<file path="config.mk">
export PLATFORM = sky130hd
export DESIGN_NAME = inst_fetch_ctrl_flat
export DESIGN_NICKNAME = d
export VERILOG_FILES = /design/src/rtl/inst_fetch_ctrl_pkg.sv /design/src/rtl/inst_fetch_ctrl_if.sv /design/src/rtl/inst_fetch_ctrl_fifo.sv /design/src/rtl/inst_fetch_ctrl.sv /design/src/flat_wrapper.sv
export SDC_FILE = /design/constraint.sdc
export NUM_CORES = 1
export LEC_CHECK = 0
export ABC_CLOCK_PERIOD_IN_PS = 9000
export CAP_MARGIN = 15
export CORE_MARGIN = 1.5
export CORE_UTILIZATION = 40
export DETAILED_ROUTE_END_ITERATION = 8
export PLACE_DENSITY = 0.73
export SKIP_LAST_GASP = 1
export SYNTH_ARGS = -nofsm -noshare
export SYNTH_HDL_FRONTEND = slang
export SYNTH_SLANG_ARGS = --single-unit
</file>
<file path="constraint.sdc">
create_clock -name clk -period 9 [get_ports clk]
set_input_delay 2.7 -clock clk [delete_from_list [all_inputs] [get_ports clk]]
set_output_delay 2.7 -clock clk [all_outputs]
set_load 0.005 [all_outputs]
</file>
<file path="src/rtl/inst_fetch_ctrl_pkg.sv">
// Shared CPU fetch definitions: reset PC, word width, FSM encoding and buffer entry layout.
package inst_fetch_ctrl_pkg;

  localparam int unsigned INST_W = 32;
  localparam int unsigned ADDR_W = 32;

  localparam logic [ADDR_W-1:0] RESET_PC_DEFAULT = 32'h0040_0000;

  // Fetch sequencer states
  // state   | meaning
  // ST_IDLE | no new reads issued; buffer and in-flight word still drain
  // ST_RUN  | reads issued whenever the buffer has room
  typedef enum logic [0:0] {
    ST_IDLE = 1'b0,
    ST_RUN  = 1'b1
  } fetch_state_t;

  typedef struct packed {
    logic [ADDR_W-1:0] pc;
    logic [INST_W-1:0] inst;
  } fetch_entry_t;

  // Force a byte address onto a word boundary.
  function automatic logic [ADDR_W-1:0] word_align(input logic [ADDR_W-1:0] addr);
    return {addr[ADDR_W-1:2], 2'b00};
  endfunction

endpackage

</file>
<file path="src/rtl/inst_fetch_ctrl_if.sv">
// Fetch-side bus bundle: control inputs, instruction memory port and consumer handshake.
interface inst_fetch_ctrl_if;
  import inst_fetch_ctrl_pkg::*;

  logic              fetch_en;
  logic              redirect_valid;
  logic [ADDR_W-1:0] redirect_pc;
  logic              imem_rena;
  logic [ADDR_W-1:0] imem_addr;
  logic [INST_W-1:0] imem_rdata;
  logic              inst_valid;
  logic              inst_ready;
  logic [INST_W-1:0] inst_out;
  logic [ADDR_W-1:0] inst_pc;
  logic              misalign_err;

  // Fetch controller side
  modport master (
    input  fetch_en, redirect_valid, redirect_pc, imem_rdata, inst_ready,
    output imem_rena, imem_addr, inst_valid, inst_out, inst_pc, misalign_err
  );

  // Environment side (memory, pipeline control, consumer)
  modport slave (
    output fetch_en, redirect_valid, redirect_pc, imem_rdata, inst_ready,
    input  imem_rena, imem_addr, inst_valid, inst_out, inst_pc, misalign_err
  );

endinterface

</file>
<file path="src/rtl/inst_fetch_ctrl_fifo.sv">
// inst_fifo: synchronous buffer of {pc, inst} entries with flush, push, pop and count.
// Flush wins over push/pop. Storage is cleared only by reset, so the head reads
// zero until the first push.
module inst_fifo
  import inst_fetch_ctrl_pkg::*;
#(
  parameter  int unsigned DEPTH = 2,
  localparam int unsigned PTR_W = (DEPTH > 1) ? $clog2(DEPTH) : 1,
  localparam int unsigned CNT_W = $clog2(DEPTH + 1)
) (
  input  logic             clk,
  input  logic             rst,
  input  logic             flush,
  input  logic             push,
  input  logic             pop,
  input  fetch_entry_t     wr_data,
  output fetch_entry_t     rd_data,
  output logic [CNT_W-1:0] count,
  output logic             empty,
  output logic             full
);

  fetch_entry_t     mem [DEPTH];
  logic [PTR_W-1:0] wr_ptr;
  logic [PTR_W-1:0] rd_ptr;
  logic             do_push;
  logic             do_pop;

  function automatic logic [PTR_W-1:0] ptr_inc(input logic [PTR_W-1:0] p);
    return (p == PTR_W'(DEPTH - 1)) ? '0 : p + 1'b1;
  endfunction

  assign empty   = (count == '0);
  assign full    = (count == CNT_W'(DEPTH));
  assign do_pop  = pop & ~empty;
  assign do_push = push & (~full | do_pop);
  assign rd_data = mem[rd_ptr];

  // Entry storage: written at the tail on push.
  always_ff @(posedge clk or posedge rst) begin
    if (rst) begin
      for (int i = 0; i < int'(DEPTH); i++) begin
        mem[i] <= '0;
      end
    end else if (do_push && !flush) begin
      mem[wr_ptr] <= wr_data;
    end
  end

  // Pointers and occupancy; flush empties the buffer in one edge.
  always_ff @(posedge clk or posedge rst) begin
    if (rst) begin
      wr_ptr <= '0;
      rd_ptr <= '0;
      count  <= '0;
    end else if (flush) begin
      wr_ptr <= '0;
      rd_ptr <= '0;
      count  <= '0;
    end else begin
      if (do_push) wr_ptr <= ptr_inc(wr_ptr);
      if (do_pop)  rd_ptr <= ptr_inc(rd_ptr);
      case ({do_push, do_pop})
        2'b10:   count <= count + CNT_W'(1);
        2'b01:   count <= count - CNT_W'(1);
        default: count <= count;
      endcase
    end
  end

endmodule

</file>
<file path="src/rtl/inst_fetch_ctrl.sv">
// Instruction fetch controller: issues sequential word reads, buffers returned
// words with their PC, and handles redirects (flush + kill of the in-flight read).
module inst_fetch_ctrl
  import inst_fetch_ctrl_pkg::*;
#(
  parameter logic [ADDR_W-1:0] RESET_PC   = RESET_PC_DEFAULT,
  parameter int unsigned       FIFO_DEPTH = 2
) (
  input logic clk,
  input logic rst,
  inst_fetch_ctrl_if.master bus
);

  localparam int unsigned CNT_W = $clog2(FIFO_DEPTH + 1);
  localparam int unsigned OCC_W = CNT_W + 1;

  fetch_state_t      state;
  fetch_state_t      state_next;
  logic [ADDR_W-1:0] fetch_pc;
  logic [ADDR_W-1:0] issue_pc;
  logic              inflight;
  logic              misalign;
  logic              rena;
  logic              pop;
  logic              push;
  logic [CNT_W-1:0]  count;
  logic              empty;
  logic              full;
  logic [OCC_W-1:0]  occupancy;
  fetch_entry_t      push_entry;
  fetch_entry_t      head_entry;

  // A handshake in a redirect cycle is not a consumption: the flush discards the head.
  assign pop  = ~empty & bus.inst_ready & ~bus.redirect_valid;
  // The response to last cycle's read arrives now; a redirect kills it.
  assign push = inflight & ~bus.redirect_valid;

  // Entries the buffer will hold after this edge if nothing new is issued.
  assign occupancy = OCC_W'(count) + OCC_W'(inflight) - OCC_W'(pop);

  assign push_entry.pc   = issue_pc;
  assign push_entry.inst = bus.imem_rdata;

  // State register.
  always_ff @(posedge clk or posedge rst) begin
    if (rst) state <= ST_IDLE;
    else     state <= state_next;
  end

  // Next state and read-issue decision.
  always_comb begin
    state_next = state;
    rena       = 1'b0;
    case (state)
      ST_IDLE: begin
        if (bus.fetch_en) state_next = ST_RUN;
      end
      ST_RUN: begin
        if (!bus.fetch_en) state_next = ST_IDLE;
        rena = ~bus.redirect_valid & (occupancy < OCC_W'(FIFO_DEPTH));
      end
      default: state_next = ST_IDLE;
    endcase
  end

  // Fetch address: redirect target beats the sequential increment.
  always_ff @(posedge clk or posedge rst) begin
    if (rst)                     fetch_pc <= word_align(RESET_PC);
    else if (bus.redirect_valid) fetch_pc <= word_align(bus.redirect_pc);
    else if (rena)               fetch_pc <= fetch_pc + 32'd4;
  end

  // Track the single outstanding read and the PC it was issued for.
  always_ff @(posedge clk or posedge rst) begin
    if (rst) begin
      inflight <= 1'b0;
      issue_pc <= '0;
    end else begin
      inflight <= rena;
      if (rena) issue_pc <= fetch_pc;
    end
  end

  // Sticky misaligned-redirect flag; only reset clears it.
  always_ff @(posedge clk or posedge rst) begin
    if (rst)                                               misalign <= 1'b0;
    else if (bus.redirect_valid && bus.redirect_pc[1:0] != 2'b00) misalign <= 1'b1;
  end

  inst_fifo #(
    .DEPTH (FIFO_DEPTH)
  ) u_fifo (
    .clk     (clk),
    .rst     (rst),
    .flush   (bus.redirect_valid),
    .push    (push),
    .pop     (pop),
    .wr_data (push_entry),
    .rd_data (head_entry),
    .count   (count),
    .empty   (empty),
    .full    (full)
  );

  assign bus.imem_rena    = rena;
  assign bus.imem_addr    = fetch_pc;
  assign bus.inst_valid   = ~empty;
  assign bus.inst_out     = head_entry.inst;
  assign bus.inst_pc      = head_entry.pc;
  assign bus.misalign_err = misalign;

endmodule

</file>
<file path="src/flat_wrapper.sv">
// flat-port wrapper written by rule: the top's interface ports become plain ports
module inst_fetch_ctrl_flat import inst_fetch_ctrl_pkg::*;
#(
  parameter logic [ADDR_W-1:0] RESET_PC   = RESET_PC_DEFAULT,
  parameter int unsigned       FIFO_DEPTH = 2
)
  (clk, rst, bus_fetch_en, bus_redirect_valid, bus_redirect_pc, bus_imem_rdata, bus_inst_ready, bus_imem_rena, bus_imem_addr, bus_inst_valid, bus_inst_out, bus_inst_pc, bus_misalign_err);
  inst_fetch_ctrl_if bus_i ();
  input logic clk;
  input logic rst;
  input wire logic [$bits(bus_i.fetch_en)-1:0] bus_fetch_en;
  input wire logic [$bits(bus_i.redirect_valid)-1:0] bus_redirect_valid;
  input wire logic [$bits(bus_i.redirect_pc)-1:0] bus_redirect_pc;
  input wire logic [$bits(bus_i.imem_rdata)-1:0] bus_imem_rdata;
  input wire logic [$bits(bus_i.inst_ready)-1:0] bus_inst_ready;
  output wire logic [$bits(bus_i.imem_rena)-1:0] bus_imem_rena;
  output wire logic [$bits(bus_i.imem_addr)-1:0] bus_imem_addr;
  output wire logic [$bits(bus_i.inst_valid)-1:0] bus_inst_valid;
  output wire logic [$bits(bus_i.inst_out)-1:0] bus_inst_out;
  output wire logic [$bits(bus_i.inst_pc)-1:0] bus_inst_pc;
  output wire logic [$bits(bus_i.misalign_err)-1:0] bus_misalign_err;
  assign bus_i.fetch_en = bus_fetch_en;
  assign bus_i.redirect_valid = bus_redirect_valid;
  assign bus_i.redirect_pc = bus_redirect_pc;
  assign bus_i.imem_rdata = bus_imem_rdata;
  assign bus_i.inst_ready = bus_inst_ready;
  assign bus_imem_rena = bus_i.imem_rena;
  assign bus_imem_addr = bus_i.imem_addr;
  assign bus_inst_valid = bus_i.inst_valid;
  assign bus_inst_out = bus_i.inst_out;
  assign bus_inst_pc = bus_i.inst_pc;
  assign bus_misalign_err = bus_i.misalign_err;
  inst_fetch_ctrl #(.RESET_PC(RESET_PC), .FIFO_DEPTH(FIFO_DEPTH)) u_core (.clk(clk), .rst(rst), .bus(bus_i));
endmodule
</file>
==> results.txt <==
Unrepaired setup endpoints after global routing = no
First-pass GRT wire length = 32,800 µm
Hpwl dp = 13,500 µm
Die width = 152 µm
Most frequent CP cell = clkdlybuf4s50_1
Nets = 903
HP Start = u_core.bus.misalign_err
CTS H-tree depth = 4
Area growth, synth to finish = 28.0%
# clock sinks = 191
Top FF cell, synth = dfrtp_1
Peak Freq = 125 MHz
Layout Cells excl Fill = 1,124
Slowest stage cell on the critical path = clkdlybuf4s50_1
Crit path DAT = 5.29 ns
Core Rows = 54
RR Endpoint = u_core.bus.imem_addr[15]
Largest net degree at the start of global routing = 122
Hold Crit Class = reg2reg
Die height = 152 µm
Grt total ovfl = 0
Final Hold Fails = 0
Synth Warn # = 0
Share of cells above drive strength 1 = 31.4%
Pwr dens = 252 nW/µm²
Fin crit period = 7.99 ns
Mapped Avg Cell Area = 13.0 µm²
Initial Utilization = 40.7%
Final Cycle Share = 88.8%
EDFF count, synth = 0
Cells after DPL = 1,091
CP max stage delay = 0.56 ns
I/O pin count = 168
Initial antenna violation count = 0
CP required = 6.30 ns
Clk_skew = 0.00686 ns
CP Max Fanout = 5
Cell family with most CP delay = buffers and inverters
Sequential area share after synthesis = 54.0%
Slew Viols, Final = 0
Pleak = 4.65 nW
Max Cap Viol = 0
Reg2reg start = u_core.u_fifo.count[1]
Depth of the most critical reg-to-reg path = 10
Area after DPL = 10,700 µm²
GRT Util Overall = 18.6%
Tot Pwr = 0.00286 W
Kind of critical path = in2out
Status = finished clean
Synthesized area = 8860 µm²
Setup tns final = 0 ns
Final Util = 52.1%
Post-CTS setup buffer count = 0
TritonRoute pass-1 iters = 5
Hold Buf Count CTS = 0
Yosys reg bits = 191
Vias = 6,025
Endpoints failing setup = 0
Max Buffers Root-to-Sink = 2
CP bufs+invs = 2
Placer Congestion = 0.773
Post-route ant nets = 0
PortBufs = 163
Worst setup EP type = output pin
CTS tree = yes
Initial DRC count = 335
Worst-margin pin slew = 0.923 ns
Ant diodes = 0
Residual DRC = 0
Yosys cell types = 51
Clock slew seen by the registers of the worst setup and hold paths = 0.07 ns
Post_cts resized = 0
Worst vdd ir = 0.144 mV
Vias per cell = 5.36
Core area = 21,800 µm²
Synthesized instance count = 683
Vias in the first global route = 6,197
Startpoint types = input pin
Routed wire length per instance = 18.4 µm
Clock latency on the worst-skew pair = 0.43 ns
Worst rel slew slack = 38.5%
TritonCTS Buffers = 17
Root buf cell = clkbuf_16
Routed WL = 20,700 µm
Worst Hold Path Cells = 1
Die area = 23,000 µm²
Crit path cell chain = clkdlybuf4s50_1 > nand2_1 > nor2_1 > ha_1 > nand2b_1 > fa_1 > xor2_1 > nor3_2 > clkdlybuf4s50_1
Async S/R FF share, synth = 100%
WHS Endpoint = u_core.bus.misalign_err
R2r setup slk = 5.45 ns
Final Cell Area = 11,300 µm²
==> worst max path at each step <==
| stage | start | to | slack, ns | cells past startpoint |
|---|---|---|---|---|
| after global placement | bus_inst_ready | bus_imem_rena | 1.06 | 9 |
| after global routing | bus_inst_ready | bus_imem_rena | 0.86 | 9 |
| final | bus_inst_ready | bus_imem_rena | 1.01 | 9 |
| after CTS | bus_inst_ready | bus_imem_rena | 1.01 | 9 |
| after floorplan | bus_redirect_valid | bus_imem_rena | 0.88 | 11 |
| after detailed placement | bus_inst_ready | bus_imem_rena | 1.02 | 9 |
==> cells in the mapped netlist (all sizes together), types with 2 or more instances <==
cell	n	share of area, %
a211oi	3	0.25
a21oi	5	0.28
a221o	2	0.23
a22oi	6	0.51
a31oi	6	0.42
a41oi	2	0.20
and2	3	0.21
and3	5	0.35
and4	10	0.99
buf	23	1.5
clkbuf	23	0.97
dfrtp	190	54
ha	2	0.28
inv	4	0.17
mux2	218	28
mux2i	2	0.23
nand2	30	1.3
nand2b	6	0.42
nand3	20	1.1
nand4	19	1.3
nor2	20	0.85
nor2b	8	0.57
nor3	7	0.40
nor3b	2	0.17
nor4	3	0.28
nor4b	2	0.27
o211ai	6	0.51
o21ai	16	0.90
o311ai	2	0.20
o31ai	5	0.42
or2	2	0.14
or3	4	0.28
or4	6	0.51
xnor2	3	0.38
xor2	9	0.89
==> routing by layer <==
metal	global-route usage, %	vias to the layer above	share of wire, %
li1	-	2775	-
met5	0	-	0
met3	5.99	16	7.5
met2	29.8	170	47
met4	4.71	0	0.81
met1	24.4	3064	44
==> state kept, by name, indices dropped and copies added, names as in the netlist, 2 cells and up <==
name,flops
u_core.bus.imem_addr,30
u_core.issue_pc,30
u_core.u_fifo.count,2
u_core.u_fifo.mem,124
==> through the flow <==
stage / setup slack (ns) / hold slack [ns]
6_report: 1.01 / 0.479
5_1_grt: 0.860 / 0.497
4_1_cts: 1.01 / 0.480
3_5_place_dp: 1.02 / 0.451
3_3_place_gp: 1.06 / 0.467
2_1_floorplan: 0.882 / 0.454
==> report_power, final <==
group	leakage, nW	internal [W]	switching (W)
Combinational	2.06	0.000544	0.000242
Clock	0.298	0.000456	0.000335
Sequential	2.30	0.00112	0.000159
Total	4.65	0.00212	0.000736
==> cell families (layout without fill, tap and decap cells) <==
kind of cell / Yosys count / after routing / synth area share [%]
compound gates: 56 / 56 / 4.22
xor+xnor: 12 / 12 / 1.27
fa+ha+maj: 3 / 3 / 0.509
buf+inv: 51 / 209 / 2.64
flops: 191 / 191 / 54.0
mux: 220 / 220 / 27.9
other cells: 1 / 4 / 0.0423
simple gates: 149 / 149 / 9.38
==> cells in the final DEF, fill, tap and decap left out, types with 5 or more instances in the layout <==
cell type	instances
or4_1	6
nand2_1	30
nor3_1	6
nand2b_1	6
o21ai_0	16
xor2_1	9
a31oi_1	6
o31ai_1	5
clkbuf_16	17
buf_4	8
nor2b_1	8
dfrtp_1	189
nand3_1	20
and3_1	5
and4_1	10
nand4_1	19
o211ai_1	6
a21oi_1	5
clkdlybuf4s50_1	162
a22oi_1	6
mux2_2	215
nor2_1	20
==> final cells by class <==
cell class                 count  area [µm²]
timing repair buffer         172        1700
clock inverter                11         155
fill                        1888       10400
tap                          280         350
multi-input combinational    444        3870
sequential                   191        4780
inverter                       5        26.3
clock buffer                  21         460
No activity file was read; power rests on OpenSTA's default activity.
